===== src/rtl/pgm_pkg.sv =====
// Shared constants and types for the PGM ROM download path.
package pgm_pkg;

  // ioctl_index values of the three ROM images
  localparam logic [7:0] IDX_BIOS = 8'd0;
  localparam logic [7:0] IDX_PROM = 8'd1;
  localparam logic [7:0] IDX_GFX  = 8'd2;

  // Loader sequencing
  typedef enum logic [1:0] {
    IDLE  = 2'd0,
    LOAD  = 2'd1,
    DRAIN = 2'd2,
    DONE  = 2'd3
  } loader_state_t;

  // Address of one 64-bit DDRAM line
  typedef logic [28:0] line_addr_t;

endpackage


===== src/rtl/pgm_rom_loader_if.sv =====
// DDRAM write-side bus between the ROM loader (master) and the arbiter (slave).
// Handshake: the master raises ddram_we with ddram_addr/din/be and holds all
// four unchanged until a cycle in which ddram_busy is 0; that cycle is the
// transfer. ddram_busy may change at any time, ddram_we never drops untaken.
interface pgm_rom_loader_if;
  import pgm_pkg::*;

  logic        ddram_we;
  line_addr_t  ddram_addr;
  logic [63:0] ddram_din;
  logic [7:0]  ddram_be;
  logic        ddram_busy;

  modport master (output ddram_we, ddram_addr, ddram_din, ddram_be, input ddram_busy);
  modport slave  (input ddram_we, ddram_addr, ddram_din, ddram_be, output ddram_busy);

endinterface


===== src/rtl/pgm_line_packer.sv =====
// Assembly register: merges 16-bit words into one 64-bit line and decides
// when that line (or a just-completed one) leaves for the pending register.
module pgm_line_packer
  import pgm_pkg::*;
#(
  parameter bit SWAP_BYTES = 1'b1
) (
  input  logic        clk_i,
  input  logic        rst_n_i,
  input  logic        src_v_i,       // a word is offered this cycle
  input  logic [25:0] src_waddr_i,   // word address (byte address >> 1)
  input  logic [15:0] src_data_i,
  input  logic        pend_free_i,   // pending register can take a line now
  input  logic        force_i,       // flush whatever is buffered
  output logic        take_o,        // offered word consumed
  output logic        flush_v_o,
  output logic [23:0] flush_line_o,
  output logic [63:0] flush_data_o,
  output logic [7:0]  flush_be_o,
  output logic        asm_valid_o
);

  logic        asm_v_q, asm_v_d;
  logic        asm_cmpl_q, asm_cmpl_d;  // lane 3 written but flush was blocked
  logic [23:0] asm_line_q, asm_line_d;
  logic [63:0] asm_data_q, asm_data_d;
  logic [7:0]  asm_be_q, asm_be_d;

  logic [23:0] w_line;
  logic [1:0]  w_lane;
  logic [15:0] w_word;
  logic [63:0] lane_data, lane_mask, merged_data;
  logic [7:0]  lane_be, merged_be;
  logic        mism;

  assign w_line    = src_waddr_i[25:2];
  assign w_lane    = src_waddr_i[1:0];
  assign w_word    = SWAP_BYTES ? {src_data_i[7:0], src_data_i[15:8]} : src_data_i;
  assign lane_data = {48'd0, w_word} << {w_lane, 4'd0};
  assign lane_mask = {48'd0, 16'hFFFF} << {w_lane, 4'd0};
  assign lane_be   = 8'h03 << {w_lane, 1'b0};
  // A word that cannot join the buffered line forces that line out first
  assign mism      = asm_v_q & (asm_cmpl_q | (w_line != asm_line_q));
  assign merged_data = ((asm_v_q ? asm_data_q : 64'd0) & ~lane_mask) | lane_data;
  assign merged_be   = (asm_v_q ? asm_be_q : 8'd0) | lane_be;
  assign asm_valid_o = asm_v_q;

  // Merge / flush decision for the offered word
  always_comb begin
    take_o       = 1'b0;
    flush_v_o    = 1'b0;
    flush_line_o = asm_line_q;
    flush_data_o = asm_data_q;
    flush_be_o   = asm_be_q;
    asm_v_d      = asm_v_q;
    asm_cmpl_d   = asm_cmpl_q;
    asm_line_d   = asm_line_q;
    asm_data_d   = asm_data_q;
    asm_be_d     = asm_be_q;
    if (src_v_i) begin
      if (mism) begin
        if (pend_free_i) begin
          take_o     = 1'b1;
          flush_v_o  = 1'b1;
          asm_v_d    = 1'b1;
          asm_cmpl_d = (w_lane == 2'd3);
          asm_line_d = w_line;
          asm_data_d = lane_data;
          asm_be_d   = lane_be;
        end
      end else if (w_lane == 2'd3) begin
        if (pend_free_i) begin
          take_o       = 1'b1;
          flush_v_o    = 1'b1;
          flush_line_o = w_line;
          flush_data_o = merged_data;
          flush_be_o   = merged_be;
          asm_v_d      = 1'b0;
          asm_cmpl_d   = 1'b0;
          asm_data_d   = 64'd0;
          asm_be_d     = 8'd0;
        end
      end else begin
        take_o     = 1'b1;
        asm_v_d    = 1'b1;
        asm_line_d = w_line;
        asm_data_d = merged_data;
        asm_be_d   = merged_be;
      end
    end else if (asm_v_q && (asm_cmpl_q || force_i) && pend_free_i) begin
      flush_v_o  = 1'b1;
      asm_v_d    = 1'b0;
      asm_cmpl_d = 1'b0;
      asm_data_d = 64'd0;
      asm_be_d   = 8'd0;
    end
  end

  // Assembly register update
  always_ff @(posedge clk_i) begin
    if (!rst_n_i) begin
      asm_v_q    <= 1'b0;
      asm_cmpl_q <= 1'b0;
      asm_line_q <= 24'd0;
      asm_data_q <= 64'd0;
      asm_be_q   <= 8'd0;
    end else begin
      asm_v_q    <= asm_v_d;
      asm_cmpl_q <= asm_cmpl_d;
      asm_line_q <= asm_line_d;
      asm_data_q <= asm_data_d;
      asm_be_q   <= asm_be_d;
    end
  end

endmodule


===== src/rtl/pgm_rom_loader.sv =====
// MiSTer ioctl download -> PGM DDRAM line writer: packs words, relocates by
// image index, throttles the HPS, drains the tail and pulses dl_done.
module pgm_rom_loader
  import pgm_pkg::*;
#(
  parameter line_addr_t BIOS_BASE  = 29'h0000000,
  parameter line_addr_t PROM_BASE  = 29'h0020000,
  parameter line_addr_t GFX_BASE   = 29'h0100000,
  parameter bit         SWAP_BYTES = 1'b1
) (
  input  logic              fixed_50m_clk,
  input  logic              reset_n,
  input  logic              ioctl_download,
  input  logic              ioctl_wr,
  input  logic [26:0]       ioctl_addr,
  input  logic [15:0]       ioctl_dout,
  input  logic [7:0]        ioctl_index,
  output logic              ioctl_wait,
  pgm_rom_loader_if.master  ddram,
  output logic              dl_done,
  output logic              dl_err,
  output loader_state_t     dbg_state_o
);

  loader_state_t state_q, state_d;
  line_addr_t    base_q, base_d;
  logic          supp_q, supp_d;     // unmapped image: drop every word
  logic          err_q, err_d;
  logic          skid_v_q, skid_v_d;
  logic [25:0]   skid_waddr_q, skid_waddr_d;
  logic [15:0]   skid_data_q, skid_data_d;
  logic          pend_v_q, pend_v_d;
  line_addr_t    pend_addr_q, pend_addr_d;
  logic [63:0]   pend_data_q, pend_data_d;
  logic [7:0]    pend_be_q, pend_be_d;

  logic          in_v, src_v, pend_acc, pend_free, take, flush_v, asm_valid;
  logic [25:0]   src_waddr;
  logic [15:0]   src_data;
  logic [23:0]   flush_line;
  logic [63:0]   flush_data;
  logic [7:0]    flush_be;
  logic          addr_lsb_unused;

  assign addr_lsb_unused = ioctl_addr[0];
  assign in_v      = (state_q == LOAD) & ioctl_wr & ~supp_q;
  // The skid word is older than anything arriving now, so it goes first
  assign src_v     = skid_v_q | in_v;
  assign src_waddr = skid_v_q ? skid_waddr_q : ioctl_addr[26:1];
  assign src_data  = skid_v_q ? skid_data_q : ioctl_dout;
  assign pend_acc  = pend_v_q & ~ddram.ddram_busy;
  assign pend_free = ~pend_v_q | ~ddram.ddram_busy;

  pgm_line_packer #(.SWAP_BYTES(SWAP_BYTES)) u_packer (
    .clk_i        (fixed_50m_clk),
    .rst_n_i      (reset_n),
    .src_v_i      (src_v),
    .src_waddr_i  (src_waddr),
    .src_data_i   (src_data),
    .pend_free_i  (pend_free),
    .force_i      (state_q == DRAIN),
    .take_o       (take),
    .flush_v_o    (flush_v),
    .flush_line_o (flush_line),
    .flush_data_o (flush_data),
    .flush_be_o   (flush_be),
    .asm_valid_o  (asm_valid)
  );

  // Skid capture of a word whose flush is blocked, and pending-line loading
  always_comb begin
    skid_v_d     = skid_v_q;
    skid_waddr_d = skid_waddr_q;
    skid_data_d  = skid_data_q;
    if (skid_v_q) begin
      if (take) begin
        skid_v_d     = in_v;
        skid_waddr_d = ioctl_addr[26:1];
        skid_data_d  = ioctl_dout;
      end
    end else if (in_v && !take) begin
      skid_v_d     = 1'b1;
      skid_waddr_d = ioctl_addr[26:1];
      skid_data_d  = ioctl_dout;
    end
    pend_v_d    = pend_v_q & ~pend_acc;
    pend_addr_d = pend_addr_q;
    pend_data_d = pend_data_q;
    pend_be_d   = pend_be_q;
    if (flush_v) begin
      pend_v_d    = 1'b1;
      pend_addr_d = base_q + {5'd0, flush_line};
      pend_data_d = flush_data;
      pend_be_d   = flush_be;
    end
  end

  // Download sequencing and image selection
  always_comb begin
    state_d = state_q;
    base_d  = base_q;
    supp_d  = supp_q;
    err_d   = err_q;
    case (state_q)
      IDLE: if (ioctl_download) begin
        state_d = LOAD;
        supp_d  = 1'b0;
        err_d   = 1'b0;
        case (ioctl_index)
          IDX_BIOS: base_d = BIOS_BASE;
          IDX_PROM: base_d = PROM_BASE;
          IDX_GFX:  base_d = GFX_BASE;
          default: begin
            supp_d = 1'b1;
            err_d  = 1'b1;
          end
        endcase
      end
      LOAD:  if (!ioctl_download) state_d = DRAIN;
      DRAIN: if (!skid_v_q && !asm_valid && (!pend_v_q || pend_acc)) state_d = DONE;
      default: state_d = IDLE;
    endcase
  end

  // State registers
  always_ff @(posedge fixed_50m_clk) begin
    if (!reset_n) begin
      state_q      <= IDLE;
      base_q       <= 29'd0;
      supp_q       <= 1'b0;
      err_q        <= 1'b0;
      skid_v_q     <= 1'b0;
      skid_waddr_q <= 26'd0;
      skid_data_q  <= 16'd0;
      pend_v_q     <= 1'b0;
      pend_addr_q  <= 29'd0;
      pend_data_q  <= 64'd0;
      pend_be_q    <= 8'd0;
    end else begin
      state_q      <= state_d;
      base_q       <= base_d;
      supp_q       <= supp_d;
      err_q        <= err_d;
      skid_v_q     <= skid_v_d;
      skid_waddr_q <= skid_waddr_d;
      skid_data_q  <= skid_data_d;
      pend_v_q     <= pend_v_d;
      pend_addr_q  <= pend_addr_d;
      pend_data_q  <= pend_data_d;
      pend_be_q    <= pend_be_d;
    end
  end

  // Hold the HPS whenever the next word might need a flush that cannot happen
  assign ioctl_wait       = skid_v_q | (pend_v_q & asm_valid);
  assign ddram.ddram_we   = pend_v_q;
  assign ddram.ddram_addr = pend_addr_q;
  assign ddram.ddram_din  = pend_data_q;
  assign ddram.ddram_be   = pend_be_q;
  assign dl_done          = (state_q == DONE);
  assign dl_err           = err_q;
  assign dbg_state_o      = state_q;

endmodule


===== src/flat_wrapper.sv =====
// flat-port wrapper written by rule: the top's interface ports become plain ports
module pgm_rom_loader_flat import pgm_pkg::*;
#(
  parameter line_addr_t BIOS_BASE  = 29'h0000000,
  parameter line_addr_t PROM_BASE  = 29'h0020000,
  parameter line_addr_t GFX_BASE   = 29'h0100000,
  parameter bit         SWAP_BYTES = 1'b1
)
  (fixed_50m_clk, reset_n, ioctl_download, ioctl_wr, ioctl_addr, ioctl_dout, ioctl_index, ioctl_wait, dl_done, dl_err, dbg_state_o, ddram_ddram_we, ddram_ddram_addr, ddram_ddram_din, ddram_ddram_be, ddram_ddram_busy);
  pgm_rom_loader_if ddram_i ();
  input  logic fixed_50m_clk;
  input  logic reset_n;
  input  logic ioctl_download;
  input  logic ioctl_wr;
  input  logic [26:0] ioctl_addr;
  input  logic [15:0] ioctl_dout;
  input  logic [7:0] ioctl_index;
  output logic ioctl_wait;
  output logic dl_done;
  output logic dl_err;
  output loader_state_t dbg_state_o;
  output wire logic [$bits(ddram_i.ddram_we)-1:0] ddram_ddram_we;
  output wire logic [$bits(ddram_i.ddram_addr)-1:0] ddram_ddram_addr;
  output wire logic [$bits(ddram_i.ddram_din)-1:0] ddram_ddram_din;
  output wire logic [$bits(ddram_i.ddram_be)-1:0] ddram_ddram_be;
  input wire logic [$bits(ddram_i.ddram_busy)-1:0] ddram_ddram_busy;
  assign ddram_ddram_we = ddram_i.ddram_we;
  assign ddram_ddram_addr = ddram_i.ddram_addr;
  assign ddram_ddram_din = ddram_i.ddram_din;
  assign ddram_ddram_be = ddram_i.ddram_be;
  assign ddram_i.ddram_busy = ddram_ddram_busy;
  pgm_rom_loader #(.BIOS_BASE(BIOS_BASE), .PROM_BASE(PROM_BASE), .GFX_BASE(GFX_BASE), .SWAP_BYTES(SWAP_BYTES)) u_core (.fixed_50m_clk(fixed_50m_clk), .reset_n(reset_n), .ioctl_download(ioctl_download), .ioctl_wr(ioctl_wr), .ioctl_addr(ioctl_addr), .ioctl_dout(ioctl_dout), .ioctl_index(ioctl_index), .ioctl_wait(ioctl_wait), .ddram(ddram_i), .dl_done(dl_done), .dl_err(dl_err), .dbg_state_o(dbg_state_o));
endmodule

===== config.mk =====
export PLATFORM = sky130hd
export DESIGN_NAME = pgm_rom_loader_flat
export DESIGN_NICKNAME = d
export VERILOG_FILES = /design/src/rtl/pgm_pkg.sv /design/src/rtl/pgm_rom_loader_if.sv /design/src/rtl/pgm_line_packer.sv /design/src/rtl/pgm_rom_loader.sv /design/src/flat_wrapper.sv
export SDC_FILE = /design/constraint.sdc
export NUM_CORES = 1
export LEC_CHECK = 0
export BUFFER_PORTS_ARGS = -buffer_cell sky130_fd_sc_hd__buf_4
export CAP_MARGIN = 15
export CORE_ASPECT_RATIO = 0.6
export CORE_MARGIN = 1.5
export CORE_UTILIZATION = 45
export CTS_BUF_LIST = sky130_fd_sc_hd__clkbuf_16
export DETAILED_ROUTE_END_ITERATION = 7
export MAX_ROUTING_LAYER = met4
export PLACE_DENSITY = 0.71
export SKIP_CTS_REPAIR_TIMING = 1
export SLEW_MARGIN = 20
export SYNTH_ARGS = -nofsm -noshare
export SYNTH_HDL_FRONTEND = slang
export SYNTH_SLANG_ARGS = --single-unit

===== constraint.sdc =====
create_clock -name fixed_50m_clk -period 6.21 [get_ports fixed_50m_clk]
set_input_delay 0.3105 -clock fixed_50m_clk [delete_from_list [all_inputs] [get_ports fixed_50m_clk]]
set_output_delay 0.3105 -clock fixed_50m_clk [all_outputs]
set_load 0.005 [all_outputs]

# Word-level counts from Yosys, hierarchy flattened
# Cells that the tools add are included.
# totals
wordCells	140
ff_bits	275
input_bits	56
out_inout_bits	107
# classes
bitwise_logic	18
addsub	1
shifts	3
eq_ne	15
reduce_logical	24
n_mux	64
# op_table
cell	n
$mux W64	11
$mux W24	6
$mux W26	4
$mux W8	11
$pmux W29 S3	1
$and A64 B64 Y64	1
$mux W16	4
$not A64 Y64	1
$or A64 B64 Y64	1
$shl A16 B6 Y64	1
$shl A16 B6 Y64 const A	1
$add A29 B24 Y29	1
$ne A24 B24 Y1	1
$mux W1	23
$ne A3 B3 Y1 const B	3
$reduce_and A3 Y1	3
$eq A8 B1 Y1 const B	1
$eq A8 B2 Y1 const B	1
$logic_not A8 Y1	1
$ne A2 B2 Y1 const B	4
$or A8 B8 Y8	1
$shl A2 B3 Y8 const A	1
$and A1 B1 Y1	6
$eq A2 B2 Y1 const B	3
other kinds (15)	34

# Logic depth before layout (Yosys ltp)
# Gate-level depths: netlist (run 1).
# logic_depth
ltp_word	10
depth_mapped	18
depth_no_buf	15

# By module
# Synthesis (run 1) repeated with hierarchy kept, for this count alone.
# hier_totals
hier_cells	1389
hier_area_um2	12783.5
# by_module_without_submodules
module	cells_per_inst	area_per_inst_um2	seq_area_each_um2	instances
pgm_rom_loader	733	7453.4	2922.8	1
pgm_line_packer	656	5330.1	1961.9	1

# Least setup slack after synthesis (run 1)
# OpenSTA, ideal clock, no wires.
# synth_timing
kind	register -> register
start	register u_core.skid_v_q
end	register u_core.pend_addr_q[23] (netlist: u_core.ddram.ddram_addr[23])
n_path_buf	4
arrival_ns	3.212
period_less_slack_ns	3.348
path_slack_ns	2.862
path_stages_with_launch	17
path_cell_list	dfxtp_1 buf_6 buf_6 mux2i_2 xnor2_1 nor4_4 and4_1 buf_2 a21oi_1 buf_2 o21ai_0 ha_1 ha_1 nand2_1 a211o_1 a2111oi_0 a211oi_1
# synth_via
elab_chain_cells	7
elab_cells_between_ends	14
# synth_lines
item	line_no	text
start: declaration	pgm_rom_loader.sv:29	logic skid_v_q, skid_v_d;
start signal: assignment	pgm_rom_loader.sv:144	skid_v_q <= skid_v_d;
$mux W26	pgm_rom_loader.sv:49	assign src_waddr = skid_v_q ? skid_waddr_q : ioctl_addr[26:1];
$ne A24 B24 Y1	pgm_line_packer.sv:43	assign mism = asm_v_q & (asm_cmpl_q | (w_line != asm_line_q));
$or A1 B1 Y1	pgm_line_packer.sv:43	
$and A1 B1 Y1	pgm_line_packer.sv:43	
$mux W24	pgm_line_packer.sv:61	if (mism) begin
$mux W24	pgm_line_packer.sv:60	if (src_v_i) begin
$add A29 B24 Y29	pgm_rom_loader.sv:92	pend_addr_d = base_q + {5'd0, flush_line};
end signal: assignment	pgm_rom_loader.sv:148	pend_addr_q <= pend_addr_d;
end: declaration	pgm_rom_loader.sv:33	line_addr_t pend_addr_q, pend_addr_d;
# Parallel ways exist; a longest one is shown, timed or not.
# A chain may end at the register's enable or synchronous reset.

# Worst setup path in the final report (run 1)
# Ends and elaborated chain as after synthesis.

==> impl_metrics.tcl, run 1 <==
set metrics [dict create \
    status "finished clean" \
    drt_iter0_markers 881 \
    async_reset_ff_frac 0 \
    yosys_most_used_dff "dfxtp_1" \
    avgRoutedWirePerCell_um 18.26 \
    dp.cells 1643 \
    rsz0062_at_grt "no" \
    gr-total-overflow 0 \
    dp_hpwl_um 20770 \
    multi_input_area_um2 5449 \
    worst-slew-pin-transition_ns 1.082 \
    synth_edf_count 0 \
    setup.worst_path.end_class "flip-flop" \
    layout_commonest_cell "dfxtp_1" \
    final-seq-area_um2 4886 \
    path_class "reg -> reg" \
    slowest_delay_ns 1.05 \
    numCtsBuffers 23 \
    slew_headroom 0.2738 \
    pwr_density_cell_nw_per_um2 295.7 \
    vias 9571 \
    cp_max_fo 39 \
    cap_violations 0 \
    synthToLayoutAreaGrowth_pct 18.13 \
    fin_cells 1688 \
    finalSetupViolations 0 \
    path_buf_inv 2 \
    ir_worst_vdd_uv 202.1 \
    initial_utilization 0.4661 \
    clock_path_buffers 3 \
    finalInstanceArea_um2 12920 \
    clk_latency_ns 0.52 \
    first_pass_iters 5 \
    tns_ns 0 \
    ys_seq_elements 244 \
    worstPathRequired_ns 6.59 \
    crit_chain "inv_2, a31oi_2, buf_4, nor3_1, and4_1, a21oi_1, nand2_1, o21ai_0, ha_1, ha_1, nand2_1, a211o_1, a2111oi_0, a211oi_1" \
    io_pins 163 \
    fin_ws_ns 1.368 \
    most-common-layout-cells "dfxtp_1, nand2_1, buf_4, a21oi_1, mux2i_1" \
    crit_family "compound AO/OA/AOI/OAI gates" \
    critPathArrivalTime_ns 5.22 \
    nNetsFinal 1416 \
    cts_tree "yes" \
    grt_pass1_wl_um 47620 \
    post-place-ws_ns 1.513 \
    ant_nets 0 \
    synth_cell_types 60 \
    rr_startpoint "u_core.skid_v_q" \
    ys_seq_area_frac 0.4467 \
    portBuffers 157 \
    num_rows 43 \
    drcViolationCount 0 \
    root_buffer "clkbuf_16" \
    htreeDepth 1 \
    fin_skew_ns 0.01614 \
    die_w_um 204.2 \
    critPathLaunchType "flip-flop" \
    slowest_stage "dfxtp_2" \
    dieArea_um2 25270 \
    place_congestion 0.8465 \
    min-delay-start "ioctl_addr[6]" \
    fmax_ghz 0.2065 \
    antenna_found_initial 3 \
    clkTransAtPathRegs_ns 0.07 \
    vias_per_cell 5.670 \
    syn_avg_cell_area_um2 8.719 \
    wirelength_um 30820 \
    clock_sinks 244 \
    crit_start "u_core.skid_v_q" \
    drv_slew 0 \
    period_needed_ns 4.842 \
    syn_area_um2 10930 \
    placed_area_um2 12190 \
    hold_violations 0 \
    yosys_warnings 0 \
    postLayoutCoreUtil 0.5506 \
    syn_inst 1254 \
    drive_above_1_share 0.1876 \
    grt_pass1_vias 8481 \
    fillers 2141 \
    die_y_um 123.7 \
    grt_max_degree 98 \
    leakagePower_nw 4.789 \
    track_usage 0.2446 \
    hold_path.class "in -> reg" \
    min_period_over_period 0.7797 \
    core_um2 23460 \
]
-- power by group --
group	internal (W)	total, W	switching [W]	leakage, nW
Clock	0.000758	0.00136	0.000606	0.363
Sequential	0.00163	0.00169	0.0000601	1.97
Combinational	0.000242	0.000761	0.000520	2.46
Total	0.00263	0.00382	0.00119	4.79
-- worst reg2reg max path, delay by kind of cell (launching register included) --
| family | cells | cell delay (ns) |
|---|---|---|
| AOI/OAI and AO/OA | 6 | 1.97 |
| DFF | 1 | 1.05 |
| buffers and inverters | 2 | 0.65 |
| and+or+nand+nor | 4 | 0.59 |
| adders and majority gates | 2 | 0.45 |
-- path summary, 6_finish.rpt --
| check | slack [ns] | cells past startpoint | to |
|---|---|---|---|
| max reg2reg | 1.37 | 14 | u_core.ddram.ddram_addr[23] |
| min | 0.05 | 3 | u_core.skid_waddr_q[5] |
| max | 1.37 | 14 | u_core.ddram.ddram_addr[23] |
| min reg2reg | 0.45 | 2 | u_core.ddram.ddram_din[8] |
-- cells by family after synthesis --
kind of cell	after synthesis	synth area share
other cells	1	0.0003430
flops	244	0.4467
xor+xnor	26	0.02083
mux	91	0.08822
buf+inv	134	0.05950
compound gates	336	0.2005
simple gates	414	0.1750
fa+ha+maj	8	0.008925
-- flip-flops by register name, indices dropped and copies added (netlist names), 2 cells and up --
| name | cells |
|---|---|
| u_core.ddram.ddram_din | 64 |
| u_core.u_packer.asm_data_q | 64 |
| u_core.skid_waddr_q | 26 |
| u_core.ddram.ddram_addr | 25 |
| u_core.u_packer.asm_line_q | 24 |
| u_core.skid_data_q | 16 |
| u_core.ddram.ddram_be | 8 |
| u_core.u_packer.asm_be_q | 8 |
| u_core.base_q | 2 |
| u_core.dbg_state_o | 2 |
-- metrics by stage --
stage	total power, W	hold slack, ns
floorplan	0.002230	0.4320
global placement	0.002461	0.4400
detailed placement	0.002478	0.4447
CTS	0.003827	0.03877
global route	0.003980	0.04646
finish	0.003820	0.05024
-- per-layer routing --
| metal | vias up | track usage | share of wire |
|---|---|---|---|
| li1 | 4628 | - | - |
| met1 | 4547 | 0.3788 | 0.51 |
| met2 | 362 | 0.3244 | 0.39 |
| met3 | 34 | 0.04788 | 0.081 |
| met4 | 0 | 0.04044 | 0.014 |
| met5 | - | - | 0 |
-- synth_stat cells (23+ instances only) --
cell	instances	area share
mux2i_1	77	0.070
o211ai_1	37	0.025
xnor2_1	23	0.018
nand3_1	60	0.027
a21oi_1	146	0.067
a211oi_1	25	0.017
nand2_1	239	0.082
nor2_1	38	0.013
clkbuf_1	64	0.022
dfxtp_1	244	0.45
inv_1	26	0.0089
-- final cells by class --
cell class,count,area share
Antenna cell,3,0.0005812
Clock buffer,23,0.04456
Clock inverter,19,0.01075
Inverter,27,0.008040
Multi-Input combinational cell,879,0.4219
Sequential cell,244,0.3783
Tap cell,315,0.03051
Timing Repair Buffer,178,0.1054
Note: power is estimated with default switching activity, not from simulation.
==> run 2, diff against run 1 <==
--- a/config.mk
+++ b/config.mk
@@ -5,6 +5,7 @@
 export SDC_FILE = /design/constraint.sdc
 export NUM_CORES = 1
 export LEC_CHECK = 0
+export ABC_AREA = 1
 export BUFFER_PORTS_ARGS = -buffer_cell sky130_fd_sc_hd__buf_4
 export CAP_MARGIN = 15
 export CORE_ASPECT_RATIO = 0.6
@@ -13,7 +14,7 @@
 export CTS_BUF_LIST = sky130_fd_sc_hd__clkbuf_16
 export DETAILED_ROUTE_END_ITERATION = 7
 export MAX_ROUTING_LAYER = met4
-export PLACE_DENSITY = 0.71
+export PLACE_DENSITY = 0.73
 export SKIP_CTS_REPAIR_TIMING = 1
 export SLEW_MARGIN = 20
 export SYNTH_ARGS = -nofsm -noshare
==> constraint.sdc (replaced) <==
create_clock -name fixed_50m_clk -period 4 [get_ports fixed_50m_clk]
set_input_delay 0.2 -clock fixed_50m_clk [delete_from_list [all_inputs] [get_ports fixed_50m_clk]]
set_output_delay 0.2 -clock fixed_50m_clk [all_outputs]
set_load 0.005 [all_outputs]
==> impl_metrics.tcl, run 2 <==
set metrics [dict create \
    endpoint "u_core.ddram.ddram_addr[21]" \
    vias 13090 \
    cts_tree "yes" \
    ys_seq_area_frac 0.3998 \
    ir_worst_vdd_uv 258.0 \
    violations "negative hold slack" \
    status "finished with violations" \
    syn_inst 1795 \
    syn_avg_cell_area_um2 6.807 \
    vias_per_cell 5.695 \
    first_pass_iters 5 \
    crit_start "u_core.skid_v_q" \
    p_sw_frac 0.3796 \
    hold_violations 2 \
    fin_skew_ns 0.01147 \
    synth_most_common_cell "nand2_1" \
    critPathLaunchType "flip-flop" \
    synth_cell_types 38 \
    regToRegSetupSlack_ns 0.35 \
    numCtsBuffers 24 \
    drt_iter0_markers 1519 \
    ant_nets 0 \
    finalSetupViolations 0 \
    total_power_w 0.009268 \
    min_period_over_period 0.9117 \
    track_usage 0.2885 \
    synth.largest_area_cell "dfxtp_1" \
    async_reset_ff_frac 0 \
    fmax_ghz 0.2742 \
    clkTransAtPathRegs_ns 0.07 \
    drv_slew 0 \
    most-common-layout-cells "nand2_1, o21ai_0, dfxtp_1, nor2_1, a21oi_1" \
    path_class "reg -> reg" \
    place_congestion 0.9379 \
    layout_commonest_cell "nand2_1" \
    hold_ws_ns -0.03162 \
    grt_pass1_wl_um 62090 \
    combPwrFrac 0.363 \
    clock_sinks 244 \
    regToRegEndpoint "u_core.ddram.ddram_addr[21]" \
    worst-slew-pin-transition_ns 1.186 \
    internal_power_w 0.005750 \
    nNetsFinal 1980 \
    initial_utilization 0.4605 \
    avgRoutedWirePerCell_um 17.98 \
    syn_area_um2 12220 \
    core_um2 26530 \
    grt_max_degree 104 \
    rr_startpoint "u_core.skid_v_q" \
    grt_pass1_vias 11250 \
    critPathArrivalTime_ns 4.08 \
    drcViolationCount 0 \
    yosys_warnings 0 \
    period_needed_ns 3.647 \
    antenna_found_initial 3 \
    ys_seq_elements 244 \
    slew_headroom 0.2007 \
    root_buffer "clkbuf_16" \
    yosys_most_used_dff "dfxtp_1" \
    cap_violations 0 \
    wirelength_um 41330 \
    portBuffers 157 \
    rsz0062_at_grt "no" \
    synthToLayoutAreaGrowth_pct 21.39 \
    worstPathRequired_ns 4.43 \
    synth_area_leaders "dfxtp_1, o21ai_0, nand2_1" \
    gr-total-overflow 0 \
    leakagePower_nw 5.875 \
    htreeDepth 1 \
    synth_top_area_share 0.3998 \
    io_pins 163 \
    dp_hpwl_um 27410 \
    hold_path.class "in -> reg" \
    clk_latency_ns 0.54 \
    synth_edf_count 0 \
    pwr_density_cell_nw_per_um2 624.8 \
    p_switching_w 0.003518 \
    cp_max_fo 32 \
    num_rows 46 \
    p_seq_frac 0.360 \
    clock_path_buffers 3 \
    pwr-share-clk 0.277 \
    drive_above_1_share 0.1364 \
    reg2regPathDepth 21 \
    setup.worst_path.end_class "flip-flop" \
    fillers 2510 \
    die_y_um 130.6 \
    dieArea_um2 28180 \
    die_w_um 215.7 \
    synthTopCellsByCount "nand2_1, o21ai_0, dfxtp_1" \
    tns_ns 0 \
]
run 2: metal layers:
| metal | part of all wire | GRT usage | vias to the layer above |
|---|---|---|---|
| li1 | - | - | 6280 |
| met1 | 0.48 | 0.4271 | 6106 |
| met2 | 0.39 | 0.3843 | 638 |
| met3 | 0.11 | 0.07431 | 68 |
| met4 | 0.020 | 0.06294 | 0 |
| met5 | 0 | - | - |
run 2: worst min-delay path by stage:
stage                              start                      end  slack [ns]  cells after the start
after floorplan           ioctl_dout[15]   u_core.skid_data_q[15]        0.33                      2
after global placement    ioctl_addr[26]  u_core.skid_waddr_q[25]        0.43                      3
after detailed placement   ioctl_addr[2]   u_core.skid_waddr_q[1]        0.44                      3
after CTS                  ioctl_addr[2]   u_core.skid_waddr_q[1]       -0.12                      3
after global routing      ioctl_index[1]        u_core.base_q[20]       0.009                      3
final                      ioctl_dout[5]    u_core.skid_data_q[5]       -0.03                      3
run 2: critical path: stages, from the launching register on:
cell and delay, ns:
dfxtp_2 0.32, inv_2 0.47, nand2_1 0.17, nand3_1 0.13, nand2_1 0.06, nor2_1 0.10
nand3_1 0.15, nor2_1 0.16, nand3_2 0.11, nand2_2 0.21, nand3_1 0.18, inv_2 0.29
nand2_1 0.09, o21ai_0 0.13, ha_1 0.24, ha_1 0.20, nand3_1 0.08, nand2_1 0.12
xor2_1 0.15, nand2_1 0.06, nand2_1 0.07, inv_1 0.03
run 2: stage by stage:
step                      cell area [um^2]  hold slack [ns]  setup WS [ns]  instances  utilization
after floorplan                      12230           0.3349          1.189       1798            -
after global placement               13520           0.4325         0.5156       2208       0.5094
after detailed placement             13520           0.4403         0.4631       2208       0.5096
after CTS                            14390          -0.1198         0.4502       2252       0.5424
after global routing                 14830         0.009006        0.04122       2298       0.5589
final                                14830         -0.03162         0.3531       2299       0.5590
run 2: layout make-up:
type	instances	area, um^2	share of cell area
Multi-Input combinational cell	1324	6370	0.4294
Timing Repair Buffer	232	1899	0.1280
Sequential cell	244	4886	0.3294
Tap cell	360	450.4	0.03037
Antenna cell	4	10.01	0.0006748
Clock inverter	19	246.5	0.01662
Inverter	91	345.3	0.02328
Clock buffer	25	625.6	0.04218
run 2: kinds of logic (layout without fill, tap and decap cells):
group                      Yosys count  after routing  share of synthesized area
and+or+nand+nor                    702            702                     0.2431
AOI/OAI and AO/OA                  593            593                     0.2550
DFF                                244            244                     0.3998
buffers and inverters              230            367                    0.08018
muxes                               16             16                    0.01311
adders and majority gates            7              7                   0.007167
xor gates and xnor gates             2              2                   0.001434
other                                1              8                  0.0003069
run 2: power by group through the flow:
stage | Clock, W | Combinational [W] | Sequential [W]
2_1_floorplan | 0 | 0.00190 | 0.00333
3_3_place_gp | 0 | 0.00318 | 0.00336
3_5_place_dp | 0 | 0.00326 | 0.00337
4_1_cts | 0.00258 | 0.00328 | 0.00333
5_1_grt | 0.00269 | 0.00370 | 0.00340
6_report | 0.00256 | 0.00337 | 0.00334
==> run 3, diff against run 2 <==
--- a/config.mk
+++ b/config.mk
@@ -5,7 +5,6 @@
 export SDC_FILE = /design/constraint.sdc
 export NUM_CORES = 1
 export LEC_CHECK = 0
-export ABC_AREA = 1
 export BUFFER_PORTS_ARGS = -buffer_cell sky130_fd_sc_hd__buf_4
 export CAP_MARGIN = 15
 export CORE_ASPECT_RATIO = 0.6
@@ -14,7 +13,7 @@
 export CTS_BUF_LIST = sky130_fd_sc_hd__clkbuf_16
 export DETAILED_ROUTE_END_ITERATION = 7
 export MAX_ROUTING_LAYER = met4
-export PLACE_DENSITY = 0.73
+export PLACE_DENSITY = 0.74
 export SKIP_CTS_REPAIR_TIMING = 1
 export SLEW_MARGIN = 20
 export SYNTH_ARGS = -nofsm -noshare
==> impl_metrics.tcl, run 3 (synthesized netlist as in run 1, its figures left out) <==
set metrics [dict create \
    fin_ws_ns 0.2837 \
    hold_path.class "in -> reg" \
    most-common-layout-cells "dfxtp_1, nand2_1, buf_4, a21oi_1, mux2i_1" \
    post-place-ws_ns 0.05046 \
    clk_latency_ns 0.52 \
    min-delay-start "ioctl_addr[2]" \
    drt_iter0_markers 958 \
    pwr_density_cell_nw_per_um2 441.2 \
    status "finished with violations" \
    worst-slew-pin-transition_ns 1.016 \
    min_period_over_period 0.9291 \
    grt_pass1_wl_um 49170 \
    setup.worst_path.end_class "flip-flop" \
    holdPathStages 3 \
    fin_cells 1752 \
    rsz0062_at_grt "no" \
    drv_slew 0 \
    grt_max_degree 79 \
    die_w_um 204.2 \
    drive_above_1_share 0.1953 \
    hold_ws_ns -0.03206 \
    gr-total-overflow 0 \
    num_rows 43 \
    worstPathRequired_ns 4.39 \
    ir_worst_vdd_uv 272.7 \
    slew_headroom 0.3181 \
    grt_pass1_vias 8816 \
    io_pins 163 \
    clkTransAtPathRegs_ns 0.06 \
    path_class "reg -> reg" \
    dp_hpwl_um 21830 \
    reg2regPathDepth 13 \
    antenna_found_initial 3 \
    finalSetupViolations 0 \
    dp.cells 1669 \
    place_congestion 0.8576 \
    leakagePower_nw 5.073 \
    period_needed_ns 3.716 \
    first_pass_iters 5 \
    fmax_ghz 0.2691 \
    hold_violations 6 \
    tns_ns 0 \
    min_to "u_core.skid_waddr_q[1]" \
    numCtsBuffers 23 \
    root_buffer "clkbuf_16" \
    nNetsFinal 1481 \
    initial_utilization 0.4661 \
    avgRoutedWirePerCell_um 18.33 \
    drcViolationCount 0 \
    cap_violations 0 \
    rr_startpoint "u_core.skid_v_q" \
    critPathLaunchType "flip-flop" \
    postLayoutCoreUtil 0.5753 \
    track_usage 0.2533 \
    layout_commonest_cell "dfxtp_1" \
    clock_path_buffers 3 \
    portBuffers 157 \
    core_um2 23460 \
    critPathArrivalTime_ns 4.10 \
    regToRegEndpoint "u_core.ddram.ddram_addr[23]" \
    die_y_um 123.7 \
    fillers 2092 \
    ant_nets 0 \
    cts_tree "yes" \
    dieArea_um2 25270 \
    vias 9780 \
    wirelength_um 32120 \
    fin_skew_ns 0.009840 \
    violations "negative hold slack" \
    cp_max_fo 14 \
    synthToLayoutAreaGrowth_pct 23.41 \
    regToRegSetupSlack_ns 0.28 \
    clock_sinks 244 \
    vias_per_cell 5.582 \
    htreeDepth 1 \
]
[run 3: final cells by class]
class	instances	area, um^2	share of cell area
Clock inverter	18	106.4	0.007881
Timing Repair Buffer	243	1959	0.1452
Tap cell	315	394.1	0.02921
Multi-Input combinational cell	879	5459	0.4045
Sequential cell	244	4888	0.3623
Clock buffer	23	575.6	0.04265
Inverter	27	103.9	0.007696
Antenna cell	3	7.507	0.0005563
[run 3: layer usage]
metal / share of wire / track usage / vias up / wire (um)
li1: - / - / 4744 / -
met1: 0.50 / 0.3801 / 4662 / 16040
met2: 0.40 / 0.3470 / 328 / 13000
met3: 0.082 / 0.05913 / 46 / 2621
met4: 0.014 / 0.03539 / 0 / 451
met5: 0 / - / - / 0
[run 3: worst max-delay path, cell delays in order (launching register included)]
cell and delay [ns]:
dfxtp_4 0.55, buf_4 0.22, mux2_4 0.32, xor2_1 0.17, nor4_4 0.34, and4_1 0.31, a21oi_2 0.13, o21ai_0 0.21
ha_1 0.27, ha_1 0.22, nand2_1 0.07, a211o_1 0.27, a2111oi_0 0.41, a211oi_1 0.09
[run 3: how the worst max path moves through the flow]
stage,start,to,slack (ns),depth (start not counted)
2_1_floorplan,u_core.skid_v_q,u_core.ddram.ddram_addr[23],0.65,16
3_3_place_gp,u_core.skid_v_q,u_core.ddram.ddram_addr[23],0.23,13
3_5_place_dp,u_core.skid_v_q,u_core.ddram.ddram_addr[23],0.05,13
4_1_cts,u_core.skid_v_q,u_core.ddram.ddram_addr[23],0.01,13
5_1_grt,u_core.skid_v_q,u_core.ddram.ddram_addr[23],0.05,13
6_report,u_core.skid_v_q,u_core.ddram.ddram_addr[23],0.28,13
[run 3: report_power, final]
| group | internal, W | total [W] | switching [W] |
|---|---|---|---|
| combinational | 0.000441 | 0.00127 | 0.000829 |
| sequential | 0.00254 | 0.00263 | 0.0000962 |
| clock | 0.00111 | 0.00205 | 0.000943 |
[run 3: through the flow]
stage	cell area (um^2)	total power, W
2_1_floorplan	10950	0.003463
3_3_place_gp	12400	0.003866
3_5_place_dp	12400	0.003893
4_1_cts	13080	0.005918
5_1_grt	13490	0.006204
6_report	13490	0.005954
